### config.mk
export PLATFORM = sky130hd
export DESIGN_NAME = sa_is_sequencer_flat
export DESIGN_NICKNAME = d
export VERILOG_FILES = /design/src/rtl/sa_pkg.sv /design/src/rtl/sa_is_sequencer_if.sv /design/src/rtl/sa_valid_delay.sv /design/src/rtl/sa_is_sequencer.sv /design/src/flat_wrapper.sv
export SDC_FILE = /design/constraint.sdc
export NUM_CORES = 1
export LEC_CHECK = 0
export CAP_MARGIN = 20
export CORE_ASPECT_RATIO = 2
export CORE_MARGIN = 10
export CORE_UTILIZATION = 30
export DETAILED_ROUTE_END_ITERATION = 10
export MAX_ROUTING_LAYER = met4
export PLACE_DENSITY_LB_ADDON = 0.15
export SLEW_MARGIN = 25
export SYNTH_ARGS = -nofsm -noshare
export SYNTH_HDL_FRONTEND = slang
export SYNTH_HIERARCHICAL = 1
export SYNTH_SLANG_ARGS = --single-unit
### constraint.sdc
create_clock -name clk -period 3.4 [get_ports clk]
set_input_delay 0.68 -clock clk [delete_from_list [all_inputs] [get_ports clk]]
set_output_delay 0.68 -clock clk [all_outputs]
set_load 0.01 [all_outputs]
### src/rtl/sa_pkg.sv
// sa_pkg: shared defaults and FSM state codes for the systolic-array sequencer
package sa_pkg;
    localparam int DEF_ARRAY_HEIGHT = 4;
    localparam int DEF_ARRAY_WIDTH  = 4;
    localparam int DEF_MAX_W_ROWS   = 256;
    localparam int DEF_W_ADDR_WIDTH = 8;
    localparam int OUT_LAT_DEFAULT  = DEF_ARRAY_HEIGHT + DEF_ARRAY_WIDTH;
    typedef logic [2:0] state_t;
    localparam state_t ST_IDLE   = 3'd0;
    localparam state_t ST_LOAD   = 3'd1;
    localparam state_t ST_STREAM = 3'd2;
    localparam state_t ST_DRAIN  = 3'd3;
    localparam state_t ST_DONE   = 3'd4;
endpackage

### src/rtl/sa_is_sequencer_if.sv
// sa_is_sequencer_if: job, buffer-read and array-control signals of the sequencer
//   master: sequencer side (takes start/cfg/abort, drives status, reads, enables, tags)
//   slave : job issuer / buffers / array side
interface sa_is_sequencer_if
    import sa_pkg::*;
#(
    parameter int ARRAY_HEIGHT = DEF_ARRAY_HEIGHT,
    parameter int MAX_W_ROWS   = DEF_MAX_W_ROWS,
    parameter int W_ADDR_WIDTH = DEF_W_ADDR_WIDTH
);
    logic                              start;
    logic [$clog2(MAX_W_ROWS+1)-1:0]   cfg_num_w_rows;
    logic [W_ADDR_WIDTH-1:0]           cfg_w_base;
    logic                              abort;
    logic                              busy;
    logic                              done;
    logic                              in_rd_en;
    logic [$clog2(ARRAY_HEIGHT)-1:0]   in_rd_addr;
    logic                              w_rd_en;
    logic [W_ADDR_WIDTH-1:0]           w_rd_addr;
    logic                              input_en;
    logic                              process_en;
    logic                              out_valid;
    logic [$clog2(MAX_W_ROWS)-1:0]     out_idx;
    modport master (
        input  start, cfg_num_w_rows, cfg_w_base, abort,
        output busy, done, in_rd_en, in_rd_addr, w_rd_en, w_rd_addr,
               input_en, process_en, out_valid, out_idx
    );
    modport slave (
        output start, cfg_num_w_rows, cfg_w_base, abort,
        input  busy, done, in_rd_en, in_rd_addr, w_rd_en, w_rd_addr,
               input_en, process_en, out_valid, out_idx
    );
endinterface

### src/rtl/sa_valid_delay.sv
// sa_valid_delay: DEPTH-stage shift register with synchronous clear
//   clk, rst: clock, sync active-high reset
//   clr     : drop everything in flight
//   d, q    : bit in, bit out DEPTH cycles later
module sa_valid_delay #(
    parameter int DEPTH = 8
) (
    input  logic clk,
    input  logic rst,
    input  logic clr,
    input  logic d,
    output logic q
);
    logic [DEPTH-1:0] sr;
    always_ff @(posedge clk)
        sr <= (rst || clr) ? '0 : DEPTH'({sr, d});
    assign q = sr[DEPTH-1];
endmodule

### src/rtl/sa_is_sequencer.sv
// sa_is_sequencer: per-job sequencing of input load, weight streaming and psum tagging
//   clk, rst : clock, sync active-high reset
//   bus      : start/cfg/abort in; busy/done, buffer read strobes/addresses,
//              array input_en/process_en, out_valid/out_idx out
module sa_is_sequencer
    import sa_pkg::*;
#(
    parameter int ARRAY_HEIGHT = DEF_ARRAY_HEIGHT,
    parameter int ARRAY_WIDTH  = DEF_ARRAY_WIDTH,
    parameter int MAX_W_ROWS   = DEF_MAX_W_ROWS,
    parameter int W_ADDR_WIDTH = DEF_W_ADDR_WIDTH,
    parameter int OUT_LAT      = ARRAY_HEIGHT + ARRAY_WIDTH
) (
    input  logic clk,
    input  logic rst,
    sa_is_sequencer_if.master bus
);
    localparam int NW = $clog2(MAX_W_ROWS + 1);
    localparam int HW = $clog2(ARRAY_HEIGHT);
    localparam int IW = $clog2(MAX_W_ROWS);
    state_t state, nxt;
    logic [NW-1:0] n, cnt;
    logic [W_ADDR_WIDTH-1:0] base;
    logic [IW-1:0] idx;
    logic in_en_q, proc_en_q, ov, last_out;
    always_comb begin
        last_out = ov && (NW'(idx) == n - NW'(1));
        nxt = ST_IDLE;
        case (state)
            ST_IDLE:   nxt = bus.start ? ST_LOAD : ST_IDLE;
            ST_LOAD:   nxt = (cnt == NW'(ARRAY_HEIGHT - 1)) ? ((n != '0) ? ST_STREAM : ST_DONE) : ST_LOAD;
            ST_STREAM: nxt = (cnt == n - NW'(1)) ? ST_DRAIN : ST_STREAM;
            ST_DRAIN:  nxt = last_out ? ST_DONE : ST_DRAIN;
            default:   nxt = ST_IDLE;
        endcase
        if (bus.abort)
            nxt = ST_IDLE;
    end
    always_ff @(posedge clk) begin
        if (rst) begin
            state     <= ST_IDLE;
            n         <= '0;
            base      <= '0;
            cnt       <= '0;
            idx       <= '0;
            in_en_q   <= 1'b0;
            proc_en_q <= 1'b0;
        end else begin
            state     <= nxt;
            // cnt restarts on every state change, so it is the row index within LOAD/STREAM
            cnt       <= (nxt != state || state == ST_IDLE) ? '0 : cnt + NW'(1);
            in_en_q   <= bus.in_rd_en && !bus.abort;
            proc_en_q <= bus.w_rd_en && !bus.abort;
            idx       <= (bus.abort || state == ST_IDLE || last_out) ? '0 : ov ? idx + IW'(1) : idx;
            if (state == ST_IDLE && bus.start) begin
                n    <= (bus.cfg_num_w_rows > NW'(MAX_W_ROWS)) ? NW'(MAX_W_ROWS) : bus.cfg_num_w_rows;
                base <= bus.cfg_w_base;
            end
        end
    end
    sa_valid_delay #(.DEPTH(OUT_LAT)) u_delay (
        .clk(clk),
        .rst(rst),
        .clr(bus.abort),
        .d(proc_en_q),
        .q(ov)
    );
    assign bus.busy       = state != ST_IDLE;
    assign bus.done       = state == ST_DONE;
    assign bus.in_rd_en   = state == ST_LOAD;
    assign bus.in_rd_addr = bus.in_rd_en ? HW'(cnt) : '0;
    assign bus.w_rd_en    = state == ST_STREAM;
    assign bus.w_rd_addr  = bus.w_rd_en ? base + W_ADDR_WIDTH'(cnt) : '0;
    assign bus.input_en   = in_en_q;
    assign bus.process_en = proc_en_q;
    assign bus.out_valid  = ov;
    assign bus.out_idx    = idx;
endmodule

### src/flat_wrapper.sv
// flat-port wrapper written by rule: the top's interface ports become plain ports
module sa_is_sequencer_flat import sa_pkg::*;
#(
    parameter int ARRAY_HEIGHT = DEF_ARRAY_HEIGHT,
    parameter int ARRAY_WIDTH  = DEF_ARRAY_WIDTH,
    parameter int MAX_W_ROWS   = DEF_MAX_W_ROWS,
    parameter int W_ADDR_WIDTH = DEF_W_ADDR_WIDTH,
    parameter int OUT_LAT      = ARRAY_HEIGHT + ARRAY_WIDTH
)
  (clk, rst, bus_start, bus_cfg_num_w_rows, bus_cfg_w_base, bus_abort, bus_busy, bus_done, bus_in_rd_en, bus_in_rd_addr, bus_w_rd_en, bus_w_rd_addr, bus_input_en, bus_process_en, bus_out_valid, bus_out_idx);
  sa_is_sequencer_if #(.ARRAY_HEIGHT(ARRAY_HEIGHT), .MAX_W_ROWS(MAX_W_ROWS), .W_ADDR_WIDTH(W_ADDR_WIDTH)) bus_i ();
  input  logic clk;
  input  logic rst;
  input wire logic [$bits(bus_i.start)-1:0] bus_start;
  input wire logic [$bits(bus_i.cfg_num_w_rows)-1:0] bus_cfg_num_w_rows;
  input wire logic [$bits(bus_i.cfg_w_base)-1:0] bus_cfg_w_base;
  input wire logic [$bits(bus_i.abort)-1:0] bus_abort;
  output wire logic [$bits(bus_i.busy)-1:0] bus_busy;
  output wire logic [$bits(bus_i.done)-1:0] bus_done;
  output wire logic [$bits(bus_i.in_rd_en)-1:0] bus_in_rd_en;
  output wire logic [$bits(bus_i.in_rd_addr)-1:0] bus_in_rd_addr;
  output wire logic [$bits(bus_i.w_rd_en)-1:0] bus_w_rd_en;
  output wire logic [$bits(bus_i.w_rd_addr)-1:0] bus_w_rd_addr;
  output wire logic [$bits(bus_i.input_en)-1:0] bus_input_en;
  output wire logic [$bits(bus_i.process_en)-1:0] bus_process_en;
  output wire logic [$bits(bus_i.out_valid)-1:0] bus_out_valid;
  output wire logic [$bits(bus_i.out_idx)-1:0] bus_out_idx;
  assign bus_i.start = bus_start;
  assign bus_i.cfg_num_w_rows = bus_cfg_num_w_rows;
  assign bus_i.cfg_w_base = bus_cfg_w_base;
  assign bus_i.abort = bus_abort;
  assign bus_busy = bus_i.busy;
  assign bus_done = bus_i.done;
  assign bus_in_rd_en = bus_i.in_rd_en;
  assign bus_in_rd_addr = bus_i.in_rd_addr;
  assign bus_w_rd_en = bus_i.w_rd_en;
  assign bus_w_rd_addr = bus_i.w_rd_addr;
  assign bus_input_en = bus_i.input_en;
  assign bus_process_en = bus_i.process_en;
  assign bus_out_valid = bus_i.out_valid;
  assign bus_out_idx = bus_i.out_idx;
  sa_is_sequencer #(.ARRAY_HEIGHT(ARRAY_HEIGHT), .ARRAY_WIDTH(ARRAY_WIDTH), .MAX_W_ROWS(MAX_W_ROWS), .W_ADDR_WIDTH(W_ADDR_WIDTH), .OUT_LAT(OUT_LAT)) u_core (.clk(clk), .rst(rst), .bus(bus_i));
endmodule
# Yosys cells after proc, flatten, opt, wreduce, memory -nomap -nowiden
# Index checks and enable logic that the tools add are counted.
# word_totals
word_cells	45
inputBits	21
ff_bits	47
# op_classes
n_mux	10
magnitude_cmp	1
n_addsub	4
eq_ne	8
reduce_logical	14
# op_table
cell	count
$mux 3	4
$pmux 3 s4	1
$add 9x1->9 const B	1
$eq 8x9->1	1
$eq 9x2->1 const B	1
$eq 9x9->1	1
$gt 9x9->1 const B	1
$mux 9	1
$reduce_bool 9->1	1
$sub 9x1->9 const B	1
$add 8x1->8 const B	1
$add 8x8->8	1
$mux 8	1
$eq 3x2->1 const B	2
$logic_and 1x1->1	4
$logic_or 1x1->1	4
$reduce_or 2->1	2
$eq 3x1->1 const B	1
$eq 3x3->1 const B	1
$logic_not 3->1	1
$ne 3x3->1	1
$reduce_bool 3->1	1
$mux 1	2
$mux 2	1
$logic_not 1->1	1

# Depth between registers and ports, before layout
# Gate-level depths: netlist of the first run.
# logic_depth
ltp_word	9
ltp_mapped	13

# By module
# Netlist of the first run, hierarchy kept.
# modules_own_cells
mod	instances	area_each_um2	seq_area_each_um2	cells_per_inst
sa_is_sequencer	1	2431.1	780.7	283
sa_valid_delay	1	282.8	160.2	18

# Worst setup path before layout of the first run
# No wires, ideal clock.
# synth_path
kind	reg2reg
from	register u_core.n[0]
to	register u_core.cnt[1]
path_stages_with_launch	14
arrival_ns	2.608
period_less_slack_ns	2.684
setup_time_ns	0.076
t_required_ns	3.324
n_path_buf	3
setup_slack_ns	0.716
cell_sequence	dfxtp_1 -> clkbuf_1 -> inv_1 -> ha_1 -> buf_2 -> xnor2_1 -> xnor2_1 -> nor4bb_1 -> o2111ai_2 -> o31ai_2 -> nand3b_1 -> o22a_1 -> buf_6 -> nor3b_2
# synth_via
elab_chain_len	9
elab_cells_between_ends	14
# synth_lines
element	line_no	text
start: declaration	sa_is_sequencer.sv:22	logic [NW-1:0] n, cnt;
start signal: assignment	sa_is_sequencer.sv:56	n <= (bus.cfg_num_w_rows > NW'(MAX_W_ROWS)) ? NW'(MAX_W_ROWS) : bus.cfg_num_w_rows;
$sub 9x1->9	sa_is_sequencer.sv:27, sa_is_sequencer.sv:32	
$eq 8x9->1	sa_is_sequencer.sv:27	last_out = ov && (NW'(idx) == n - NW'(1));
$logic_and 1x1->1	sa_is_sequencer.sv:27	
$mux 3	sa_is_sequencer.sv:33	ST_DRAIN: nxt = last_out ? ST_DONE : ST_DRAIN;
$pmux 3 s4 *	sa_is_sequencer.sv:29	case (state)
$mux 3 *	sa_is_sequencer.sv:36	if (bus.abort)
$ne 3x3->1 *	sa_is_sequencer.sv:51	cnt <= (nxt != state || state == ST_IDLE) ? '0 : cnt + NW'(1);
$logic_or 1x1->1 *	sa_is_sequencer.sv:51	
$reduce_or 2->1 (no source line) *	-	
end signal: assignment	sa_is_sequencer.sv:51	
end: declaration	sa_is_sequencer.sv:22	
# Mark *: on every way between the ends. The rest lies on a longest branch, timed or not.
# A chain may end at the register's enable or synchronous reset.

# Worst setup path in the final report of the first run
# layout_path
from	register u_core.base[1]
to	output bus_w_rd_addr[7]
# layout_via
elab_chain_len	2
# layout_lines
element	line_no	text
start: declaration	sa_is_sequencer.sv:23	logic [W_ADDR_WIDTH-1:0] base;
start signal: assignment	sa_is_sequencer.sv:57	base <= bus.cfg_w_base;
$add 8x8->8	sa_is_sequencer.sv:73	assign bus.w_rd_addr = bus.w_rd_en ? base + W_ADDR_WIDTH'(cnt) : '0;
$mux 8	sa_is_sequencer.sv:73	
end: declaration	flat_wrapper.sv:23	output wire logic [$bits(bus_i.w_rd_addr)-1:0] bus_w_rd_addr;
# No other way between the ends.

==> results of run 1 <==
worst register-to-register path, cell delays in order (launching register included):
cell	delay, ns
sky130_fd_sc_hd__dfxtp_1	0.33
sky130_fd_sc_hd__inv_1	0.06
sky130_fd_sc_hd__ha_1	0.34
sky130_fd_sc_hd__nor3b_1	0.37
sky130_fd_sc_hd__xnor3_1	0.19
sky130_fd_sc_hd__nor4bb_1	0.33
sky130_fd_sc_hd__o2111ai_2	0.29
sky130_fd_sc_hd__o31ai_2	0.40
sky130_fd_sc_hd__nand3b_1	0.12
sky130_fd_sc_hd__o22a_1	0.38
sky130_fd_sc_hd__nor3b_2	0.23
flip-flops by register name, indices dropped and copies added, names as in the netlist:
name / cells
u_core/bus.out_idx: 8
u_core/cnt: 9
u_core/bus.process_en: 1
u_core/base: 8
u_core/u_delay/sr: 8
u_core/n: 9
u_core/state: 3
u_core/bus.input_en: 1
kinds of logic after synthesis:
logic type | share of synthesized area, %
flip-flops | 34.7
multiplexers | 0.369
buffers and inverters | 4.24
AND/OR/NAND/NOR | 29.6
XOR/XNOR | 15.6
AO/OA/AOI/OAI | 10.2
adder cells (fa/ha/maj) | 5.35
placed cells by master, fill, tap and decap left out, drive strengths merged, types with 10 or more instances in the layout:
cell / synthesis / final
dfxtp: 47 / 47
xor2: 13 / 13
buf: 5 / 10
nand2: 39 / 39
xnor2: 25 / 25
ha: 10 / 10
nor3b: 15 / 15
nor3: 13 / 13
clkdlybuf4s50: 0 / 44
a21oi: 25 / 25
nor2: 24 / 24
nand3b: 11 / 11
timing repair:
item,4_1_cts,5_1_grt
pin swaps,0,2
gates resized for setup,2,3
setup endpoints to repair,1,2
buffers inserted,0,1
power groups by stage:
stage	Clock (uW)	Sequential (uW)	Combinational, uW
3_3_place_gp	0	588	161
4_1_cts	508	575	162
5_1_grt	522	577	178
3_5_place_dp	0	588	162
6_report	492	575	159
2_1_floorplan	0	582	109
layout make-up:
| type | instances | area (um^2) | share of cell area [%] |
|---|---|---|---|
| multi-input cells | 230 | 1670 | 48.4 |
| flip-flops and latches | 47 | 942 | 27.4 |
| repair buffers | 55 | 528 | 15.3 |
| clock buffers | 6 | 139 | 4.03 |
| well taps | 102 | 128 | 3.71 |
| inverters | 9 | 33.8 | 0.981 |
| clock inverters | 1 | 5.00 | 0.145 |
metal layers:
metal / track usage, % / routed length, um / vias up
met5: - / 0 / -
met4: 5.04 / 159 / 0
met3: 2.00 / 245 / 11
met2: 21.6 / 4280 / 38
met1: 10.6 / 2490 / 1043
li1: - / - / 1128
worst paths after layout:
path                      end  slack [ns]
max          bus_w_rd_addr[7]        0.17
min reg2reg    u_core/base[4]        0.46
min            u_core/base[4]        0.46
max reg2reg     u_core/cnt[1]        0.29
stage by stage:
step	worst slack [ns]	power [uW]	cell area, um^2	hold WS, ns	std cells
floorplan	0.716	691	2710	0.440	301
global placement	0.272	749	3280	0.443	442
detailed placement	0.258	750	3280	0.453	442
CTS	0.0262	1250	3430	0.462	449
global route	0.00684	1280	3440	0.482	450
finish	0.168	1230	3440	0.462	450
==> run summary, run 1 <==
The flow ran to the end, and the final reports show no timing, DRC or antenna violations. The number of search-and-repair iterations in the first detailed-routing pass came out at 4. The routed via count came out at 2220. The fraction of registers with async set or reset after synthesis came out at 0%. Across the VDD grid, the largest voltage drop is 0.000201 V.

The worst setup path is launched from a flip-flop. The maximum number of pins on one net before global-route repair is 22. The cell family with the largest share of critical-path delay is compound AO/OA/AOI/OAI gates. The all-layer global routing usage is 11.5%.

The path length in cells of the critical path came out at 10. The number of sinks handled by clock tree synthesis came out at 47. Ranked by total cell area, the synthesized netlist is headed by sky130_fd_sc_hd__dfxtp_1 (35%), sky130_fd_sc_hd__xnor2_1 (8.1%), sky130_fd_sc_hd__nand2_1 (5.4%).

The wire length after detailed routing came out at 7180 um. The clock network fraction of total power is 40.1%. The minimum clock period after layout came out at 3.23 ns. The sequential share of the synthesized area came out at 34.7%. Headroom to the max-slew limit came out at 56.4%. The HPWL after detailed placement is 5630 um. The total number of yosys warnings is 6.

The cell type contributing the most total cell area after synthesis is sky130_fd_sc_hd__dfxtp_1. The final setup violation count is 0. The synthesized area divided by synthesized cell count came out at 9.02 um^2. The later pin in the worst-skew pair is clocked with a latency of 0.29 ns. The most common cell in the synthesized netlist is sky130_fd_sc_hd__dfxtp_1. The layout overhead on the synthesized area is 26.9%. The worst hold path was traced through 2 stages. Setup repair after global routing left no endpoint under its margin. The floorplan has 49 rows.

The horizontal die dimension came out at 87.3 um. The path class of the tightest hold or removal check is reg -> reg. The vias per cell is 4.93. For this run, the leading register cell type out of synthesis is sky130_fd_sc_hd__dfxtp_1.

Max-cap violations in this run came to 0. In this run the static leakage power is 0.00124 uW. The number of synthesized flops with an enable pin is 0. The proportion of netlist area held by the largest area contributor is 34.7%. The achievable frequency is 309 MHz. The clock tree buffer depth came out at 2. The cell area that synthesis handed to floorplanning was 2710 um^2. The maximum fanout along the worst path came out at 3. STA classifies the critical path endpoint as an output pin. The number of hold violations in the final report came to 0. The detailed router finished its first iteration with 129 violations.

The required time at the endpoint of the critical path came out at 2.72 ns. The DRC violation count after routing came out at 0. Counting both buffers and inverters, the worst setup path holds a total of 1.

The initial core utilization is 30.5%. The clock root buffer is sky130_fd_sc_hd__clkbuf_16. Buffers placed on the I/O ports in this run total 45. The remaining global-route overflow is 0. Walking the worst path, the cells encountered are ha_1, a21o_1, a21oi_2, o21bai_1, a21oi_2, o21bai_1, a21oi_1, xnor2_1, nor2_1, clkdlybuf4s50_1. The instance count of the mapped netlist came out at 301.

When the netlist entered floorplanning its net count stood at 333. The aggregate negative setup slack came out at 0 ns. The number of fillers in the final layout came out at 894. On the critical path, the stage with the largest delay is an instance of sky130_fd_sc_hd__clkdlybuf4s50_1. The combinational power share is 13.0%.

Dividing the detail-routed wire length by the instance count gives 16.0 um. The layout cell share with drive strength beyond 1 is 12.6%. The power density normalized to cell area is 356 nW/um^2. The worst path arrival time is 2.55 ns. In this run the most critical hold path is launched from u_core/base[4]. The level count of the clock H-tree is 2.

The remaining number of nets flagged by the antenna check after routing is 0. The count of inserted antenna diode cells came out at 0. The commonest cells after synthesis are sky130_fd_sc_hd__dfxtp_1 (47), sky130_fd_sc_hd__nand2_1 (39), sky130_fd_sc_hd__a21oi_1 (25), sky130_fd_sc_hd__xnor2_1 (25), sky130_fd_sc_hd__nor2_1 (24). The number of buffers inserted during clock tree synthesis came out at 5.

The hold-fix buffer count after cts is 0. The max-slew violation total from the final report is 0. The worst clock skew on the final layout is 0.00629 ns.

The switching power total is 299 uW. TritonCTS built the clock tree. The CTS clock-pin slew for the worst setup and hold paths came out at 0.06 ns. The number of global-route vias before repair is 2467. The period utilization is 95.1%.

The register bit total from synthesis came out at 47. The number of antenna violations at the first check in global routing came to 0. The switching share of power is 24.3%.

The core box area came out at 8890 um^2. In this run, distinct cell masters in the synthesized netlist total 46. The internal power is 928 uW.

The setup path with the least slack is of type reg -> out. The most critical setup path has its startpoint at u_core/base[1]. The worst register-to-register path begins at u_core/n[0].

The number of nets in the layout came out at 380. The transition time at the pin with the least slew margin is 0.652 ns. In this run the count of I/O pins placed on the die edge is 46. The sequential share of power came out at 46.9%. The final weighted congestion in routability-driven placement came out at 0.833. The floorplan die area is 13500 um^2. Counting cells, the worst reg-to-reg path comes to 10. The share of the core filled with cells in the final layout came out at 38.7%.

The die span in y came out at 155 um. On the worst path, the slowest cell contributes a delay of 0.55 ns. The global-route wire length before repair came out at 12000 um.
Power figures use the tool's default switching activity.
==> inputs of run 2 (changes only) <==
--- a/config.mk
+++ b/config.mk
@@ -10,6 +10,7 @@
 export CORE_MARGIN = 10
 export CORE_UTILIZATION = 30
 export DETAILED_ROUTE_END_ITERATION = 10
+export HOLD_SLACK_MARGIN = 0.12
 export MAX_ROUTING_LAYER = met4
 export PLACE_DENSITY_LB_ADDON = 0.15
 export SLEW_MARGIN = 25
==> results of run 2 <==
Final layout, timing and power as in run 1 (identical DEF).
